File: src/rtl/spi_time_receiver.sv
// rtl/spi_time_receiver.sv - SPI time-set receiver with local 1 Hz timekeeping for the clock face
module spi_time_receiver #(
  parameter int          CLK_HZ      = 40_000_000,
  parameter int          TIMEOUT_CYC = 4096,
  parameter logic [7:0]  SYNC_BYTE   = 8'hA5
) (
  input  logic       clk,
  input  logic       reset_b,
  input  logic       sclk,
  input  logic       sdi,
  output logic [5:0] second,
  output logic [5:0] minute,
  output logic [5:0] hour,
  output logic       frame_ok,
  output logic       frame_err,
  output logic       synced
);

  localparam int PW = $clog2(CLK_HZ);
  localparam int IW = $clog2(TIMEOUT_CYC + 1);
  localparam logic [PW-1:0] PRESC_MAX = PW'(CLK_HZ - 1);
  localparam logic [IW-1:0] IDLE_MAX  = IW'(TIMEOUT_CYC);
  localparam logic [IW-1:0] IDLE_LAST = IW'(TIMEOUT_CYC - 1);

  logic          sclk_meta, sclk_sync, sclk_prev;
  logic          sdi_meta, sdi_sync;
  logic [31:0]   shift_q;
  logic [4:0]    bitcnt;
  logic [IW-1:0] idle;
  logic          check_pend;
  logic [PW-1:0] presc;
  logic [4:0]    hh;
  logic [5:0]    mm, ss;

  logic          rise, timeout, frame_valid, load, presc_wrap;
  logic [7:0]    f_hdr, f_hh, f_mm, f_ss;
  logic [4:0]    hh12;
  logic [5:0]    hour_calc;

  assign rise       = sclk_sync & ~sclk_prev;
  // Fires once, on the cycle the idle counter would step onto its saturation value.
  assign timeout    = !rise && (idle == IDLE_LAST);
  assign f_hdr      = shift_q[31:24];
  assign f_hh       = shift_q[23:16];
  assign f_mm       = shift_q[15:8];
  assign f_ss       = shift_q[7:0];
  assign frame_valid = (f_hdr == SYNC_BYTE) && (f_hh <= 8'd23) &&
                       (f_mm <= 8'd59) && (f_ss <= 8'd59);
  assign load       = check_pend && frame_valid;
  assign presc_wrap = (presc == PRESC_MAX);
  assign hh12       = (hh >= 5'd12) ? hh - 5'd12 : hh;
  assign hour_calc  = 6'(hh12) * 6'd5 + mm / 6'd12;

  always_ff @(posedge clk) begin
    if (!reset_b) begin
      sclk_meta <= 1'b0;
      sclk_sync <= 1'b0;
      sclk_prev <= 1'b0;
      sdi_meta  <= 1'b0;
      sdi_sync  <= 1'b0;
    end else begin
      sclk_meta <= sclk;
      sclk_sync <= sclk_meta;
      sclk_prev <= sclk_sync;
      sdi_meta  <= sdi;
      sdi_sync  <= sdi_meta;
    end
  end

  always_ff @(posedge clk) begin
    if (!reset_b) begin
      shift_q    <= '0;
      bitcnt     <= '0;
      idle       <= '0;
      check_pend <= 1'b0;
    end else begin
      check_pend <= rise && (bitcnt == 5'd31);
      if (rise) begin
        shift_q <= {shift_q[30:0], sdi_sync};
        bitcnt  <= bitcnt + 5'd1;
        idle    <= '0;
      end else begin
        if (idle != IDLE_MAX) idle <= idle + 1'b1;
        if (timeout) bitcnt <= '0;
      end
    end
  end

  always_ff @(posedge clk) begin
    if (!reset_b) begin
      frame_ok  <= 1'b0;
      frame_err <= 1'b0;
      synced    <= 1'b0;
    end else begin
      frame_ok  <= load;
      frame_err <= (check_pend && !frame_valid) || (timeout && bitcnt != 5'd0);
      if (load) synced <= 1'b1;
    end
  end

  // A load on the same cycle as a prescaler wrap swallows the increment.
  always_ff @(posedge clk) begin
    if (!reset_b) begin
      presc <= '0;
      hh    <= '0;
      mm    <= '0;
      ss    <= '0;
    end else if (load) begin
      presc <= '0;
      hh    <= f_hh[4:0];
      mm    <= f_mm[5:0];
      ss    <= f_ss[5:0];
    end else if (presc_wrap) begin
      presc <= '0;
      if (ss == 6'd59) begin
        ss <= '0;
        if (mm == 6'd59) begin
          mm <= '0;
          hh <= (hh == 5'd23) ? 5'd0 : hh + 5'd1;
        end else begin
          mm <= mm + 6'd1;
        end
      end else begin
        ss <= ss + 6'd1;
      end
    end else begin
      presc <= presc + 1'b1;
    end
  end

  always_ff @(posedge clk) begin
    if (!reset_b) begin
      second <= '0;
      minute <= '0;
      hour   <= '0;
    end else begin
      second <= ss;
      minute <= mm;
      hour   <= hour_calc;
    end
  end

endmodule

File: config.mk
export PLATFORM = sky130hd
export DESIGN_NAME = spi_time_receiver
export DESIGN_NICKNAME = d
export VERILOG_FILES = /design/src/rtl/spi_time_receiver.sv
export SDC_FILE = /design/constraint.sdc
export NUM_CORES = 1
export LEC_CHECK = 0
export ABC_AREA = 0
export CAP_MARGIN = 10
export CORE_UTILIZATION = 38
export DETAILED_ROUTE_END_ITERATION = 8
export PLACE_DENSITY = 0.61
export SYNTH_ARGS = -nofsm -noshare
export SYNTH_HDL_FRONTEND = slang
export SYNTH_SLANG_ARGS = --single-unit
File: constraint.sdc
create_clock -name clk -period 6.5 [get_ports clk]
set_input_delay 0.65 -clock clk [delete_from_list [all_inputs] [get_ports clk]]
set_output_delay 0.65 -clock clk [all_outputs]
set_load 0.02 [all_outputs]
# After elaboration in Yosys (flattened, before gate mapping)
# Cells that the tools add are included.
[word_totals] rom_bits=0 output_inout_bits=21 regBits=120 ram_bits=0 wordCells=79 latch_bits=0 memories=0 in_bits=4
[op_classes] magnitude_cmp=4 n_addsub=8 shifts=0 muxes=15 n_eq_ne=8 n_bitwise=3 multipliers=1 n_div=1 n_reduce_logical=20
[ops] operator="$mux W6" n=7
[ops] operator="$mux W5" n=8
[ops] operator="$add A26 B1 Y26 const B" n=1
[ops] operator="$eq A26 B26 Y1 const B" n=1
[ops] operator="$le A8 B6 Y1 const B" n=2
[ops] operator="$add A13 B1 Y13 const B" n=1
[ops] operator="$eq A13 B12 Y1 const B" n=1
[ops] operator="$ne A13 B13 Y1 const B" n=1
[ops] operator="$add A6 B1 Y6 const B" n=2
[ops] operator="$eq A6 B6 Y1 const B" n=2
[ops] operator="$add A5 B1 Y5 const B" n=2
[ops] operator="$eq A5 B5 Y1 const B" n=2
[ops] operator="$eq A8 B8 Y1 const B" n=1
[ops] operator="$le A8 B5 Y1 const B" n=1
[ops] operator="$logic_and A1 B1 Y1" n=8
[ops] operator="$reduce_bool A2 Y1" n=4
[ops] operator="$add A6 B6 Y6" n=1
[ops] operator="$div A6 B4 Y6 const B" n=1
[ops] operator="$mul A5 B3 Y6 const B" n=1
[ops] operator="$ge A5 B4 Y1 const B" n=1
[ops] operator="$reduce_bool A5 Y1" n=1
[ops] operator="$sub A5 B4 Y5 const B" n=1
[ops] operator="$reduce_and A3 Y1" n=1
[ops] operator="$reduce_or A3 Y1" n=1
[ops] operator="6 further kinds" n=8

# Longest topological paths before layout
# Gate-level depths: netlist of run 1.
[logic_depth] word_depth=7 ltp_mapped=13 mapped_depth_nobuf=13

# Worst setup path after synthesis of run 1
# Ideal clock, no wire load.
[synth_path] path_kind="register -> register" start="register hh[0]" end="register hour[5]" path_buffers=0 t_arrival_ns=2.716 period_less_slack_ns=2.843 slack_ns=3.657 setup_ns=0.128 required_ns=6.372 stages_incl_launch_ff=14 cell_sequence="dfxtp_1 > inv_1 > ha_1 > a21oi_1 > nand3_1 > o21ai_0 > ha_1 > ha_1 > fa_1 > a21o_1 > a21oi_1 > xnor2_1 > xnor2_1 > nor2_1"
[synth_via] elab_chain_len=4 elab_cells_between_ends=5 cone_classes="add/sub: 2; mul: 1; order compare: 1; mux: 1"
[synth_rtl] element="from (decl)" line_no="32" rtl="logic [4:0] hh;"
[synth_rtl] element="from (signal assigned)" line_no="110" rtl="hh <= f_hh[4:0];"
[synth_rtl] element="from (signal assigned)" line_no="119" rtl="hh <= (hh == 5'd23) ? 5'd0 : hh + 5'd1;"
[synth_rtl] element="$sub A5 B4 Y5 / $ge A5 B4 Y1 (equally long branches)" line_no="51" rtl="assign hh12 = (hh >= 5'd12) ? hh - 5'd12 : hh;"
[synth_rtl] element="$mux W5 (*)" line_no="51"
[synth_rtl] element="$mul A5 B3 Y6 (*)" line_no="52" rtl="assign hour_calc = 6'(hh12) * 6'd5 + mm / 6'd12;"
[synth_rtl] element="$add A6 B6 Y6 (*)" line_no="52"
[synth_rtl] element="to (signal assigned)" line_no="139" rtl="hour <= hour_calc;"
[synth_rtl] element="to (decl)" line_no="13" rtl="output logic [5:0] hour,"
# Mark *: on every way between the ends. The rest lies on a longest branch, timed or not.
# A chain may end at the register's enable or synchronous reset.

# Worst setup path in the final report of run 1
# Same ends and word-level chain as after synthesis.

==> impl_results.md, run 1 <==
- Endpoint class of the critical path: flop
- WHS: 0.431 ns
- RePlAce Congestion: 0.782
- Clock Pin Slew Worst Setup and Hold Paths: 0.06 ns
- Max clock buf depth: 2
- Dpl ws: 3.35 ns
- Top cells by area, synth: dfxtp_1, nand2_1, ha_1
- Type of origin of the critical path: flop
- Gr busiest metal: met2
- Critical path type: reg2reg
- Ant. Diodes: 0
- Fmax: 315 MHz
- CP max FO: 6
- Share of layout cells above drive strength 1: 0.0694
- Number of setup violations in the final report: 0
- CP max stage cell: fa_1
- Placed inst area: 5730 sq um
- Crit-path max cell delay: 0.48 ns
- Antenna Nets Post-Route: 0
- Syn_area_per_cell: 8.45 sq um
- CP Cell Sequence: inv_1 -> ha_1 -> a21oi_1 -> nand3_1 -> o21ai_0 -> ha_1 -> ha_1 -> fa_1 -> a21o_1 -> a21oi_1 -> xnor2_1 -> xnor2_1 -> nor2_1
- Hold Fails Final Rpt: 0
- Cell Area, Synth: 5360 sq um
- Slew margin rel.: 0.253
- Total number of vias: 4301
- Starting Density: 0.388
- Total Routing Usage GR: 0.162
- Global-route wire length before repair: 18.6 mm
- Post-CTS sizing: 0
- Final instance area: 6360 sq um
- Clock tree from TritonCTS: done
- Share of the synthesized area in the top cell type: 0.448
- DIE HEIGHT: 121 um
- Asr flop ratio synth: 0
- DR WL/cell: 12.7 um
- Half-perimeter wire length after placement: 7.05 mm
- Row Count: 43
- Worst skew pair latency: 0.41 ns
- Max-Cap Viols: 0
- Setup ws final: 3.33 ns
- Vias in the first global route: 4124
- Fillers: 1319
- Post-synthesis net count: 665
- Largest net degree at the start of global routing: 56
- Leak pwr: 2.31 nW
- Met2 Use GR: 0.271
- Met3 usage: 0.0542
- Via-to-Cell Ratio: 5.10
- GR Overflow Total: 0
- Worst slew pin tran: 1.11 ns
- Drt first pass iters: 6
- Area leader, netlist: dfxtp_1
- Grt met1 use: 0.185
- Power Density: 275 nW/um^2
- TNS Setup: 0 ns
- Tmin final: 3.17 ns
- Die area: 14600 sq um
- Chip Width: 121 um
- Initial antenna violation count: 0
- Most frequent cells in the layout: dfxtp_1, nand2_1, nor2_1
- Most frequent CP cell: ha_1
- Hold buffer count at cts: 0
- HP Class: reg2reg
- Nets: 680
- Cell count after synthesis: 635
- Max Slew Vio Count: 0
- Clock skew: 0.00659 ns
- First DRT Iteration DRCs: 248
- Postcts setup bufs: 0
- Leading cell type in the layout, fill and taps excluded: dfxtp_1
- Area Overhead vs Synth: 18.6%
- CTS root buffer: clkbuf_16
- Clock Sinks: 120
- RSZ-0062 raised after global routing: no
- Warnings, synthesis: 0
- #FFs+latches synth: 120
- Routed WL: 10.7 mm
- # DRC: 0
- Register area share after synthesis: 0.448
- IO Pins: 25
- Top_reg_cell synth: dfxtp_1
- TritonCTS Buffers: 17
- Placed Cells incl. Taps: 811
- Final non-filler cell total: 843
- Fin crit share: 0.488
- Peak supply drop: 157 uV
- H-tree depth: 4
- Outcome: finished clean
- Worst EP required: 6.76 ns
- Port buffer count: 24
- Post-synth EDFFs: 0
- Worst Path Arrival: 3.44 ns
- Post-synth cell types: 50
- Core ar.: 13800 sq um
## synthesized netlist by cell type, types with 2 or more instances
| library cell | count |
|---|---|
| ha_1 | 25 |
| nand4_1 | 10 |
| xor2_1 | 19 |
| nor4b_1 | 9 |
| nor2b_1 | 2 |
| dfxtp_1 | 120 |
| nor4_2 | 2 |
| nor2_1 | 71 |
| a21o_1 | 2 |
| a211oi_1 | 5 |
| buf_2 | 5 |
| mux2i_1 | 6 |
| o21ai_0 | 21 |
| nand4b_1 | 2 |
| o311a_1 | 3 |
| or3_1 | 5 |
| and2_1 | 20 |
| mux2_2 | 3 |
| a21oi_1 | 57 |
| o211ai_1 | 2 |
| nor4_1 | 5 |
| nand3_1 | 23 |
| nand2_1 | 98 |
| and3_1 | 11 |
| nand2b_1 | 3 |
| buf_1 | 5 |
| a211o_1 | 2 |
| or4_1 | 5 |
| nor3_1 | 13 |
| xnor2_1 | 18 |
| a31oi_1 | 5 |
| inv_1 | 18 |
| clkbuf_1 | 22 |
| and4_1 | 2 |
## layout make-up
type	instances	area [sq um]	area share
Clock buffer	21	480	0.0755
Clock inverter	11	145	0.0228
Inverter	19	71.3	0.0112
Multi-Input combinational cell	464	2770	0.435
Sequential cell	120	2400	0.378
Tap cell	180	225	0.0354
Timing Repair Buffer	28	270	0.0425
## metal layers
layer / vias up / wire length (um) / share of wire
li1: 2204 / - / -
met5: - / 0 / 0
met4: 0 / 254 / 0.024
met1: 2007 / 4880 / 0.46
met2: 66 / 5180 / 0.48
met3: 24 / 386 / 0.036
## state kept, by name, indices dropped and copies added, names as in the netlist
register / cells
shift_q: 32
presc: 26
idle: 13
hour: 6
minute: 6
mm: 6
second: 6
ss: 6
bitcnt: 5
hh: 5
check_pend: 1
frame_err: 1
frame_ok: 1
sclk_meta: 1
sclk_prev: 1
sclk_sync: 1
sdi_meta: 1
sdi_sync: 1
synced: 1
## where the power goes
group          total, mW  switching, mW  internal (mW)
Sequential         0.745        0.00384          0.741
Clock              0.972          0.331          0.642
Combinational     0.0331         0.0232        0.00989
## critical path: cells and delay by family, from the launching register on
family	cells	cell delay, ns
simple gates	2	0.15
flops	1	0.42
buf+inv	1	0.09
compound gates	4	0.75
fa+ha+maj	4	1.31
xor+xnor	2	0.29
## per-stage QoR
stage	utilization	power, mW
floorplan	-	0.785
global placement	0.415	0.794
detailed placement	0.415	0.794
CTS	0.460	1.77
global route	0.460	1.82
finish	0.460	1.75
## path summary, 6_finish.rpt
path / endpoint / depth (start not counted) / startpoint / slack [ns]
worst max-delay path: hour[5]$_SDFF_PN0_ / 13 / hh[0]$_SDFFE_PN0P_ / 3.33
worst min-delay path: sclk_sync$_SDFF_PN0_ / 1 / sclk_meta$_SDFF_PN0_ / 0.43
worst max register to register: hour[5]$_SDFF_PN0_ / 13 / hh[0]$_SDFFE_PN0P_ / 3.33
worst min register to register: sclk_sync$_SDFF_PN0_ / 1 / sclk_meta$_SDFF_PN0_ / 0.43
## cells by family (layout without fill, tap and decap cells)
kind of cell / count (synthesis) / count (layout) / synth area share
DFF: 120 / 120 / 0.448
xor gates and xnor gates: 37 / 37 / 0.0604
buffers and inverters: 51 / 79 / 0.0369
AOI/OAI and AO/OA: 104 / 104 / 0.111
and+or+nand+nor: 287 / 287 / 0.262
adders and majority gates: 27 / 27 / 0.0639
muxes: 9 / 9 / 0.0175
(Power assumes the default switching activity.)
==> run 2: changes to the inputs <==
--- a/config.mk
+++ b/config.mk
@@ -9,7 +9,7 @@
 export CAP_MARGIN = 10
 export CORE_UTILIZATION = 38
 export DETAILED_ROUTE_END_ITERATION = 8
-export PLACE_DENSITY = 0.61
+export PLACE_DENSITY = 0.63
 export SYNTH_ARGS = -nofsm -noshare
 export SYNTH_HDL_FRONTEND = slang
 export SYNTH_SLANG_ARGS = --single-unit
==> constraint.sdc (replaced) <==
create_clock -name clk -period 2.6 [get_ports clk]
set_input_delay 0.26 -clock clk [delete_from_list [all_inputs] [get_ports clk]]
set_output_delay 0.26 -clock clk [all_outputs]
set_load 0.02 [all_outputs]
==> run 2 against run 1 <==
  * The flow now finishes with violations (negative setup slack)
  * Final cell count is 3.8% higher
  * Combinational power grew to 2.7 times the previous value
  * Clock skew hardly changed
  * Flip-flop and latch count unchanged
  * Worst hold slack gained 0.00052 ns
  * Design area grew 6.0%
  * Die area is the same
  * Setup slack got worse by 3.4 ns
  * Largest power group unchanged
  * Highest routed layer unchanged
==> impl_results.md, run 2 (synthesis results as in run 1) <==
- Switching part of the total power: 0.211 (was 0.204)
- Chip Width: 121 um (unchanged)
- Fillers: 1279 (was 1319)
- Tmin final: 2.65 ns (was 3.17 ns)
- Worst slew pin tran: 0.637 ns (was 1.11 ns)
- RSZ-0062 raised after global routing: yes (was no)
- Row Count: 43 (unchanged)
- Core ar.: 13800 sq um (unchanged)
- IO Pins: 25 (unchanged)
- Leading cell type in the layout, fill and taps excluded: dfxtp_1 (unchanged)
- Clock tree from TritonCTS: done (unchanged)
- Fin util: 0.488 (was 0.460)
- Worst R2R Path Depth: 12 (was 13)
- Area Overhead vs Synth: 25.7% (was 18.6%)
- Top flop regs: shift_q: 32 flops, presc: 26 flops, idle: 13 flops (unchanged)
- Initial antenna violation count: 0 (unchanged)
- Power Internal: 3.39 mW (was 1.39 mW)
- Type of origin of the critical path: flop (unchanged)
- Most flop-heavy register: shift_q (unchanged)
- Leak pwr: 2.46 nW (was 2.31 nW)
- Max clock buf depth: 2 (unchanged)
- Worst Path Arrival: 2.94 ns (was 3.44 ns)
- Worst skew pair latency: 0.41 ns (about the same)
- HP Class: in2reg (was reg2reg)
- Worst hold endpoint: sclk_meta$_SDFF_PN0_ (was sclk_sync$_SDFF_PN0_)
- Vias in the first global route: 4444 (was 4124)
- Failing checks: negative setup slack
- Total Routing Usage GR: 0.166 (was 0.162)
- Half-perimeter wire length after placement: 7.66 mm (was 7.05 mm)
- Placed inst area: 6000 sq um (was 5730 sq um)
- Die area: 14600 sq um (unchanged)
- Reg-to-reg startpoint: hh[2]$_SDFFE_PN0P_ (was hh[0]$_SDFFE_PN0P_)
- FF-to-FF End: hour[5]$_SDFF_PN0_ (unchanged)
- GR Overflow Total: 0 (unchanged)
- Setup ws final: -0.0478 ns (was 3.33 ns)
- TritonCTS Buffers: 17 (unchanged)
- Critical path type: reg2reg (unchanged)
- Sequential share of power: 0.434 (was 0.426)
- Most frequent cells in the layout: dfxtp_1, nand2_1, nor2_1 (unchanged)
- First DRT Iteration DRCs: 303 (was 248)
- Number of setup violations in the final report: 1 (was 0)
- H-tree depth: 4 (unchanged)
- Share of layout cells above drive strength 1: 0.144 (was 0.0694)
- Min-delay src: sclk (was sclk_meta$_SDFF_PN0_)
- Outcome: complete, but fails checks (was finished clean)
- Clock Pin Slew Worst Setup and Hold Paths: 0.05 ns (was 0.06 ns)
- Fin crit share: 1.02 (was 0.488)
- Routed WL: 11.4 mm (was 10.7 mm)
- Global-route wire length before repair: 19.4 mm (was 18.6 mm)
- Hold path depth: 2 (was 1)
- Endpoint class of the critical path: flop (unchanged)
- Comb pwr share: 0.021 (was 0.019)
- Worst EP required: 2.89 ns (was 6.76 ns)
- Largest net degree at the start of global routing: 29 (was 56)
- Pwr Total: 4.29 mW (was 1.75 mW)
- Drt first pass iters: 4 (was 6)
- Clock skew: 0.00613 ns (was 0.00659 ns)
- # DRC: 0 (unchanged)
- P_sw: 0.905 mW (was 0.358 mW)
- Antenna Nets Post-Route: 0 (unchanged)
- Ant. Diodes: 0 (unchanged)
- CTS root buffer: clkbuf_16 (unchanged)
- Nets: 713 (was 680)
- Max FFs per register: 32 (unchanged)
- Hold buffer count at cts: 0 (unchanged)
- Clock Sinks: 120 (unchanged)
- CP max FO: 4 (was 6)
- Starting Density: 0.388 (unchanged)
- Fmax: 378 MHz (was 315 MHz)
- RePlAce Congestion: 0.766 (was 0.782)
- Power share of the clock group: 0.546 (was 0.556)
- Hold Fails Final Rpt: 0 (unchanged)
- Slew margin rel.: 0.575 (was 0.253)
- TNS Setup: -0.0478 ns (was 0 ns)
- Max-Cap Viols: 0 (unchanged)
- Reg2Reg Setup Slack: -0.05 ns (was 3.33 ns)
- Port buffer count: 24 (unchanged)
- Final instance area: 6740 sq um (was 6360 sq um)
- Total number of vias: 4525 (was 4301)
- Max Slew Vio Count: 0 (unchanged)
- Power Density: 637 nW/um^2 (was 275 nW/um^2)
- DR WL/cell: 13.0 um (was 12.7 um)
- DIE HEIGHT: 121 um (unchanged)
- Via-to-Cell Ratio: 5.17 (was 5.10)
- Peak supply drop: 400 uV (was 157 uV)
==> run 2: cell types whose count changed in the layout (fill, tap and decap cells not counted), moves of 3 or more <==
| cell | delta |
|---|---|
| buf_4 | +32 |
| ha_1 | -9 |
| ha_4 | +8 |
| dfxtp_1 | -4 |
| dfxtp_2 | +4 |
| a21oi_1 | -3 |
==> run 2: area by class of cell <==
class                   count  area [sq um]  area share
clock buffers              21           480      0.0713
clock inverters            10           118      0.0174
inverters                  19          71.3      0.0106
multi-input cells         464          2910       0.432
flip-flops and latches    120          2410       0.357
well taps                 180           225      0.0334
repair buffers             61           531      0.0787
==> run 2: timing repair <==
item,4_1_cts,5_1_grt
gates cloned,0,0
gates resized for setup,5,16
pin swaps,9,12
setup buffers,4,2
endpoints found under the setup margin,1,2
==> run 2: worst max-delay path, cell delays in order, from the launching register on <==
cell,delay [ns]
dfxtp_2,0.33
buf_4,0.16
ha_1,0.28
a21boi_2,0.16
a21oi_2,0.20
ha_4,0.24
ha_4,0.25
ha_4,0.23
a21o_1,0.18
a21oi_2,0.15
xnor2_1,0.15
xnor2_1,0.13
nor2_1,0.06
==> run 2: metal layers <==
metal	global-route usage	share of wire
met3	0.0377	0.030
met1	0.190	0.46
met4	0.0872	0.021
met2	0.286	0.49
met5	0	0
==> run 2: worst max path at each step <==
| stage | from | to | cells after the start | slack, ns |
|---|---|---|---|---|
| 4_1_cts | mm[4]$_SDFFE_PN0P_ | hour[5]$_SDFF_PN0_ | 12 | 0.002 |
| 3_5_place_dp | hh[0]$_SDFFE_PN0P_ | hour[5]$_SDFF_PN0_ | 13 | -0.06 |
| 5_1_grt | hh[1]$_SDFFE_PN0P_ | hour[5]$_SDFF_PN0_ | 13 | -0.16 |
| 6_report | hh[2]$_SDFFE_PN0P_ | hour[5]$_SDFF_PN0_ | 12 | -0.05 |
| 3_3_place_gp | hh[0]$_SDFFE_PN0P_ | hour[5]$_SDFF_PN0_ | 13 | -0.04 |
| 2_1_floorplan | hh[0]$_SDFFE_PN0P_ | hour[5]$_SDFF_PN0_ | 13 | 0.003 |
==> run 2: power groups by stage <==
stage / clock network [mW] / registers, mW / logic, mW
2_1_floorplan: 0 / 1.90 / 0.0640
3_3_place_gp: 0 / 1.90 / 0.0882
3_5_place_dp: 0 / 1.90 / 0.0897
4_1_cts: 2.39 / 1.86 / 0.0902
5_1_grt: 2.48 / 1.86 / 0.102
6_report: 2.34 / 1.86 / 0.0892
==> run 2: metrics by stage <==
step	worst slack (ns)	hold slack [ns]	cells
floorplan	0.00331	0.387	635
global placement	-0.0389	0.414	838
detailed placement	-0.0634	0.422	838
CTS	0.00184	0.410	873
global route	-0.165	0.423	875
finish	-0.0478	0.432	875
